==> config.mk <==
export PLATFORM = sky130hd
export DESIGN_NAME = dec_entry
export DESIGN_NICKNAME = d
export VERILOG_FILES = /design/src/rtl/dec_entry.sv
export SDC_FILE = /design/constraint.sdc
export NUM_CORES = 1
export LEC_CHECK = 0
export ABC_AREA = 1
export ABC_CLOCK_PERIOD_IN_PS = 3100
export BUFFER_PORTS_ARGS = -buffer_cell sky130_fd_sc_hd__buf_2
export CAP_MARGIN = 5
export CORE_MARGIN = 1
export CORE_UTILIZATION = 40
export CTS_CLUSTER_SIZE = 10
export DETAILED_ROUTE_END_ITERATION = 12
export PLACE_DENSITY_LB_ADDON = 0.1
export SLEW_MARGIN = 0
export SYNTH_ARGS = -nofsm -noshare
export SYNTH_HDL_FRONTEND = slang
export SYNTH_SLANG_ARGS = --single-unit
==> constraint.sdc <==
create_clock -name clk -period 3.1 [get_ports clk]
set_input_delay 0.155 -clock clk [delete_from_list [all_inputs] [get_ports clk]]
set_output_delay 0.155 -clock clk [all_outputs]
set_load 0.02 [all_outputs]
==> src/rtl/dec_entry.sv <==
// Decimal key entry to binary operand via reverse double-dabble plus range check.
// DEC_ENTRY_BACKSPACE_EN enables key B as backspace.
module dec_entry #(
  parameter int WIDTH  = 6,
  parameter int DIGITS = 2
) (
  input  logic                  clk,
  input  logic                  rst_n,
  input  logic                  key_valid,
  input  logic [3:0]            key_code,
  input  logic                  sgn,
  output logic [WIDTH-1:0]      value,
  output logic                  value_valid,
  output logic                  err,
  output logic                  busy,
  output logic [4*DIGITS-1:0]   entry_bcd,
  output logic                  entry_neg
);

  localparam int BW = 4 * DIGITS;
  localparam int CW = $clog2(DIGITS + 1);
  localparam int NW = $clog2(BW + 1);

  localparam logic [63:0] LIM_U = (64'd1 << WIDTH) - 64'd1;
  localparam logic [63:0] LIM_P = (64'd1 << (WIDTH - 1)) - 64'd1;
  localparam logic [63:0] LIM_N = (64'd1 << (WIDTH - 1));

  typedef enum logic [2:0] {
    EMPTY, ENTRY, CONV, CHECK, DONE, ERR
  } state_e;

  state_e state_q, state_d;

  logic [BW-1:0]    buf_q, buf_d;
  logic [BW-1:0]    work_q, work_d;
  logic [BW-1:0]    mag_q, mag_d;
  logic [CW-1:0]    cnt_q, cnt_d;
  logic [NW-1:0]    ccnt_q, ccnt_d;
  logic             neg_q, neg_d;
  logic             sgn_q, sgn_d;
  logic [WIDTH-1:0] value_q, value_d;
  logic             vv_q, vv_d;
  logic             err_q, err_d;

  logic k_dig, k_neg, k_clr, k_ent;
  logic idle, fin, dig_ok, bs_ok;
  logic conv_last, neg_eff, legal;
  logic [63:0]      lim;
  logic [WIDTH-1:0] magw;
  logic [2*BW-1:0]  sh;

  // Blank digits count as zero when the conversion starts.
  function automatic logic [BW-1:0] zfill(input logic [BW-1:0] b);
    logic [BW-1:0] r;
    r = b;
    for (int i = 0; i < DIGITS; i++)
      if (b[4*i +: 4] > 4'd9) r[4*i +: 4] = 4'd0;
    return r;
  endfunction

  function automatic logic [BW-1:0] adj(input logic [BW-1:0] b);
    logic [BW-1:0] r;
    r = b;
    for (int i = 0; i < DIGITS; i++)
      if (b[4*i +: 4] >= 4'd8) r[4*i +: 4] = b[4*i +: 4] - 4'd3;
    return r;
  endfunction

  assign k_dig = key_valid && (key_code <= 4'd9);
  assign k_neg = key_valid && (key_code == 4'hA);
  assign k_clr = key_valid && (key_code == 4'hC);
  assign k_ent = key_valid && (key_code == 4'hE);

  assign fin  = (state_q == DONE) || (state_q == ERR);
  assign idle = fin || (state_q == EMPTY) || (state_q == ENTRY);
  assign dig_ok = k_dig && (fin || (cnt_q != CW'(DIGITS)));

`ifdef DEC_ENTRY_BACKSPACE_EN
  assign bs_ok = key_valid && (key_code == 4'hB)
              && (state_q != EMPTY) && (cnt_q != '0);
`else
  assign bs_ok = 1'b0;
`endif

  assign conv_last = (ccnt_q == NW'(BW - 1));
  assign sh        = {work_q, mag_q} >> 1;

  assign neg_eff = sgn_q & neg_q;
  assign lim     = !sgn_q ? LIM_U : (neg_eff ? LIM_N : LIM_P);
  assign legal   = 64'(mag_q) <= lim;
  assign magw    = WIDTH'(mag_q);

  always_ff @(posedge clk or negedge rst_n) begin
    if (!rst_n) state_q <= EMPTY;
    else        state_q <= state_d;
  end

  always_comb begin
    state_d = state_q;
    unique case (state_q)
      EMPTY, ENTRY, DONE, ERR: begin
        if (k_clr)       state_d = EMPTY;
        else if (k_ent)  state_d = CONV;
        else if (dig_ok) state_d = ENTRY;
        else if (bs_ok)  state_d = (cnt_q == CW'(1)) ? EMPTY : ENTRY;
      end
      CONV: begin
        if (k_clr)          state_d = EMPTY;
        else if (conv_last) state_d = CHECK;
      end
      CHECK:   state_d = legal ? DONE : ERR;
      default: state_d = EMPTY;
    endcase
  end

  always_comb begin
    busy        = (state_q == CONV) || (state_q == CHECK);
    value       = value_q;
    value_valid = vv_q;
    err         = err_q;
    entry_bcd   = buf_q;
    entry_neg   = neg_q;
  end

  always_comb begin
    buf_d   = buf_q;
    work_d  = work_q;
    mag_d   = mag_q;
    cnt_d   = cnt_q;
    ccnt_d  = ccnt_q;
    neg_d   = neg_q;
    sgn_d   = sgn_q;
    value_d = value_q;
    vv_d    = 1'b0;
    err_d   = err_q;
    if (idle) begin
      if (k_clr) begin
        buf_d = '1;
        cnt_d = '0;
        neg_d = 1'b0;
        if (fin) err_d = 1'b0;
      end else if (k_ent) begin
        sgn_d  = sgn;
        work_d = zfill(buf_q);
        mag_d  = '0;
        ccnt_d = '0;
      end else if (dig_ok) begin
        if (fin) begin
          buf_d = ({BW{1'b1}} << 4) | BW'(key_code);
          cnt_d = CW'(1);
          neg_d = 1'b0;
          err_d = 1'b0;
        end else begin
          buf_d = (buf_q << 4) | BW'(key_code);
          cnt_d = cnt_q + CW'(1);
        end
      end else if (k_neg && sgn) begin
        neg_d = ~neg_q;
      end else if (bs_ok) begin
        buf_d = (buf_q >> 4) | {4'hF, {(BW-4){1'b0}}};
        cnt_d = cnt_q - CW'(1);
        if (fin) err_d = 1'b0;
      end
    end else if (state_q == CONV) begin
      if (k_clr) begin
        buf_d = '1;
        cnt_d = '0;
        neg_d = 1'b0;
      end else begin
        work_d = adj(sh[2*BW-1:BW]);
        mag_d  = sh[BW-1:0];
        ccnt_d = ccnt_q + NW'(1);
      end
    end else if (state_q == CHECK) begin
      if (legal) begin
        value_d = neg_eff ? (WIDTH'(0) - magw) : magw;
        vv_d    = 1'b1;
        err_d   = 1'b0;
      end else begin
        err_d = 1'b1;
      end
    end
  end

  always_ff @(posedge clk or negedge rst_n) begin
    if (!rst_n) begin
      buf_q   <= '1;
      work_q  <= '0;
      mag_q   <= '0;
      cnt_q   <= '0;
      ccnt_q  <= '0;
      neg_q   <= 1'b0;
      sgn_q   <= 1'b0;
      value_q <= '0;
      vv_q    <= 1'b0;
      err_q   <= 1'b0;
    end else begin
      buf_q   <= buf_d;
      work_q  <= work_d;
      mag_q   <= mag_d;
      cnt_q   <= cnt_d;
      ccnt_q  <= ccnt_d;
      neg_q   <= neg_d;
      sgn_q   <= sgn_d;
      value_q <= value_d;
      vv_q    <= vv_d;
      err_q   <= err_d;
    end
  end

endmodule

==> tab_implementation.tex <==
\begin{tabular}{lr}
\hline
Metric & Value \\
\hline
\multicolumn{2}{l}{\textbf{Global route}} \\
\quad M3 GR Usage & 0.03721 \\
\quad Gr busiest metal & met1 \\
\quad GR Util met2 & 0.2482 \\
\quad Number of antenna violations at the first check in global routing & 0 \\
\quad Maximum number of pins on one net before global-route repair & between 40 and 50 \\
\quad Aggregate global routing overflow & 0 \\
\quad First-pass GRT wire length & around 8.2 mm \\
\quad Global-route total usage across every layer & 0.1717 \\
\quad Vias in the first global route & around 1700 \\
\quad Met1 usage in global routing & 0.2522 \\
\multicolumn{2}{l}{\textbf{Clock network}} \\
\quad Clock Root Buffer & sky130\_fd\_sc\_hd\_\_clkbuf\_8 \\
\quad Clk Latency, worst-skew pair & 0.30 ns \\
\quad CTS tree & yes \\
\quad CTS Buf Count & 5 \\
\quad Depth of the CTS H-tree & 2 \\
\quad Count of buffers added by post-CTS timing repair for setup & 0 \\
\quad Quantity of hold-fixing buffers added after cts & 0 \\
\quad Maximum count of clock buffers along a single path & 2 \\
\quad Clock slew at the register clock pins of the worst setup and hold paths & 0.08 ns \\
\quad Gates resized, CTS repair & 0 \\
\quad Clock tree sinks & 43 \\
\multicolumn{2}{l}{\textbf{Layout}} \\
\quad Antenna diodes & 0 \\
\quad Filler Cell Count & 567 \\
\quad Final Cell Area & 2621 sq um \\
\quad Most common cell after layout, fill and taps aside & sky130\_fd\_sc\_hd\_\_nand2\_1 \\
\quad Share of final-layout standard cells stronger than drive strength 1 & 0.1905 \\
\quad Register Area & 1086 sq um \\
\quad Synthesis-to-finish area growth & 12.15\% \\
\quad Most used cells in the layout excluding fill and tap cells & 69 x sky130\_fd\_sc\_hd\_\_nand2\_1, 42 x sky130\_fd\_sc\_hd\_\_o21ai\_0, 35 x sky130\_fd\_sc\_hd\_\_dfrtp\_1, 33 x sky130\_fd\_sc\_hd\_\_inv\_1, 25 x sky130\_fd\_sc\_hd\_\_buf\_2 \\
\quad Number of nets in the layout & approximately 330 \\
\quad Area of the multi-input gates & 1050 sq um \\
\quad Final standard cell utilization of the core & 0.4703 \\
\multicolumn{2}{l}{\textbf{Routing}} \\
\quad Count of antenna-violating nets left after detailed routing & 0 \\
\quad Initial detailed-routing violation count & 100 \\
\quad DRC violations left & 0 \\
\quad Routed wire length per instance & 12.12 um \\
\quad Number of iterations in the first detailed-routing pass & 4 \\
\quad Via density per instance & approximately 4.9 \\
\quad Overall routed net length & 4.689 mm \\
\quad Via Count & 1877 \\
\multicolumn{2}{l}{\textbf{Timing}} \\
\quad Clk\_skew & between 0.004 and 0.005 ns \\
\quad F\_max & 447.5 MHz \\
\quad Slew Viols, Final & 0 \\
\quad Final worst path period share & 0.7209 \\
\quad Worst-case headroom to the max-slew limit & 0.3666 \\
\quad RSZ-0062 raised after global routing & false \\
\quad Worst slack on hold paths & 0.003299 ns \\
\quad Actual transition at the worst max-transition pin & approximately 0.95 ns \\
\quad Final setup violation count & 0 \\
\quad Final total negative setup slack & 0 ns \\
\quad Clock period minus final worst setup slack & 2.235 ns \\
\quad Final-report hold violation count & 0 \\
\multicolumn{2}{l}{\textbf{Placed design}} \\
\quad Number of buffer cells added on primary ports & 25 \\
\quad Gpl congestion & between 0.8 and 0.9 \\
\quad Post-detailed-placement cell area & between 2000 and 2500 sq um \\
\quad Post-DP HPWL & 3.404 mm \\
\multicolumn{2}{l}{\textbf{Pwr}} \\
\quad Power per standard cell area & 856.1 nW/um\^{}2 \\
\quad Static leakage & 0.001297 uW \\
\quad Combinational power share & 0.343 \\
\quad Switching share of total power & 0.3816 \\
\quad Peak VDD IR & 0.3964 mV \\
\quad Clock network fraction of design power & 0.233 \\
\quad Proportion of power drawn by flip-flops and latches & 0.424 \\
\quad Power Internal & 1388 uW \\
\quad Switching component of the power & 856.3 uW \\
\multicolumn{2}{l}{\textbf{Synthesis}} \\
\quad Number of register bits inferred by synthesis & 43 \\
\quad Count of yosys warnings during synthesis & 0 \\
\quad Syn\_area\_per\_cell & 8.004 sq um \\
\quad Cell taking the most area after synthesis & sky130\_fd\_sc\_hd\_\_dfrtp\_1 \\
\quad Sequential share of the synthesized area & 0.4647 \\
\quad Top-area cell type share of the netlist area & 0.3747 \\
\quad Post-Synthesis Net Count & 307 \\
\quad Synth Cell Area & 2337 sq um \\
\quad Largest cells by area after synthesis & sky130\_fd\_sc\_hd\_\_dfrtp\_1 37\%, sky130\_fd\_sc\_hd\_\_nand2\_1 11\%, sky130\_fd\_sc\_hd\_\_dfstp\_2 9.0\% \\
\quad Gate count after technology mapping & between 200 and 300 \\
\quad Synth cell types & 33 \\
\multicolumn{2}{l}{\textbf{Worst hold path}} \\
\quad Path class of the lowest-slack min-delay path & in -> async \\
\multicolumn{2}{l}{\textbf{Setup path}} \\
\quad CP required & between 3 and 4 ns \\
\quad Element type at the critical path end & flop \\
\quad Category of the critical setup timing path & reg -> reg \\
\quad Arr. time, crit path & 2.44 ns \\
\quad Sort of element at the start of the critical path & flop \\
\quad Largest fanout of any net on the critical path & 20 \\
\multicolumn{2}{l}{\textbf{Floorplanning}} \\
\quad \# IOs & 26 \\
\quad Floorplan die width & 78.44 um \\
\quad Height of the die & approximately 78 um \\
\quad Standard-cell rows & 27 \\
\quad Area of the core region & roughly 5600 sq um \\
\quad Initial core utilization & 0.4193 \\
\quad Die Area & 6153 sq um \\
\multicolumn{2}{l}{\textbf{Run}} \\
\quad Number of maximum-capacitance constraint violations & 0 \\
\multicolumn{2}{l}{\textbf{Status}} \\
\quad Run status & finished clean \\
\hline
\end{tabular}
## layout make-up
type / count / area share
Inverter: 35 / 0.05107
Clock inverter: 3 / 0.02578
Tap cell: 72 / 0.03437
Clock buffer: 5 / 0.02625
Sequential cell: 43 / 0.4143
Timing Repair Buffer: 25 / 0.04773
Multi-Input combinational cell: 204 / 0.4005
## flip-flops by register name, indices dropped and copies added, names as in the netlist
name,cells
state_q,3
entry_neg,1
cnt_q,2
mag_q,8
work_q,8
err,1
entry_bcd,8
value_valid,1
sgn_q,1
ccnt_q,4
value,6
## worst max-delay path: stages (launching register included)
cell and delay [ns]:
sky130_fd_sc_hd__dfrtp_1 0.70, sky130_fd_sc_hd__inv_4 0.19, sky130_fd_sc_hd__nor3_2 0.17, sky130_fd_sc_hd__nor2_1 0.06, sky130_fd_sc_hd__a21oi_1 0.16, sky130_fd_sc_hd__nand3_1 0.47
sky130_fd_sc_hd__o21ai_0 0.39
## power by group through the flow
stage               Combinational [uW]  Clock [uW]  Sequential (uW)
finish                             770         523              950
global route                       890         563              984
CTS                                782         538              952
detailed placement                 778           0              961
global placement                   774           0              964
floorplan                          491           0             1030
## layer usage
metal  vias to the layer above  part of all wire  routed length (um)
met5                         -                 0                   0
met4                         0            0.0051                  24
met3                         2             0.039                 183
met2                        30              0.43                2011
met1                       851              0.53                2469
li1                        994                 -                   -
## metrics by stage
stage | setup WS [ns] | std cells | total power [uW]
after global placement | 0.9633 | 379 | 1738
after global routing | 0.5726 | 387 | 2437
after detailed placement | 0.8799 | 379 | 1740
final | 0.8652 | 387 | 2244
after CTS | 0.8461 | 387 | 2271
after floorplan | 1.314 | 292 | 1517
## final timing paths
kind                            startpoint           end  slack (ns)  depth (start not counted)
worst max-delay path            state_q[1]  entry_bcd[6]        0.87                          6
worst max register to register  state_q[1]  entry_bcd[6]        0.87                          6
min in group clk                       sgn         sgn_q        0.14                          3
worst min register to register    value[3]      value[3]        0.48                          2
worst min-delay path                 rst_n      cnt_q[1]       0.003                          1
max in group asynchronous            rst_n    state_q[1]        2.51                          1
## logic make-up (layout without fill, tap and decap cells)
family,Yosys count,after routing,synth area share
and+or+nand+nor,127,127,0.2339
AOI/OAI and AO/OA,66,66,0.1627
buffers and inverters,45,68,0.08619
DFF,43,43,0.4647
adders and majority gates,7,7,0.03747
xor gates and xnor gates,4,4,0.01499
## synthesized netlist by cell type
cell type,instances
sky130_fd_sc_hd__nand2_1,69
sky130_fd_sc_hd__o21ai_0,42
sky130_fd_sc_hd__dfrtp_1,35
sky130_fd_sc_hd__inv_1,33
sky130_fd_sc_hd__nor2_1,22
sky130_fd_sc_hd__nand3_1,20
sky130_fd_sc_hd__a21oi_1,9
sky130_fd_sc_hd__dfstp_2,8
sky130_fd_sc_hd__ha_1,7
sky130_fd_sc_hd__o21ai_2,5
sky130_fd_sc_hd__nand2_2,4
sky130_fd_sc_hd__xor2_1,4
sky130_fd_sc_hd__buf_2,3
sky130_fd_sc_hd__buf_6,3
sky130_fd_sc_hd__clkbuf_1,3
sky130_fd_sc_hd__nor3_1,3
sky130_fd_sc_hd__a21oi_2,2
sky130_fd_sc_hd__nand4_1,2
sky130_fd_sc_hd__o22ai_1,2
sky130_fd_sc_hd__o31ai_1,2
sky130_fd_sc_hd__or2_2,2
sky130_fd_sc_hd__a21boi_0,1
sky130_fd_sc_hd__buf_4,1
sky130_fd_sc_hd__inv_2,1
sky130_fd_sc_hd__inv_4,1
sky130_fd_sc_hd__nand3_2,1
sky130_fd_sc_hd__nor2_2,1
sky130_fd_sc_hd__nor3_2,1
sky130_fd_sc_hd__nor3b_1,1
sky130_fd_sc_hd__nor4_1,1
sky130_fd_sc_hd__o211ai_1,1
sky130_fd_sc_hd__o21ai_1,1
sky130_fd_sc_hd__o21ai_4,1
(Power assumes the default switching activity.)
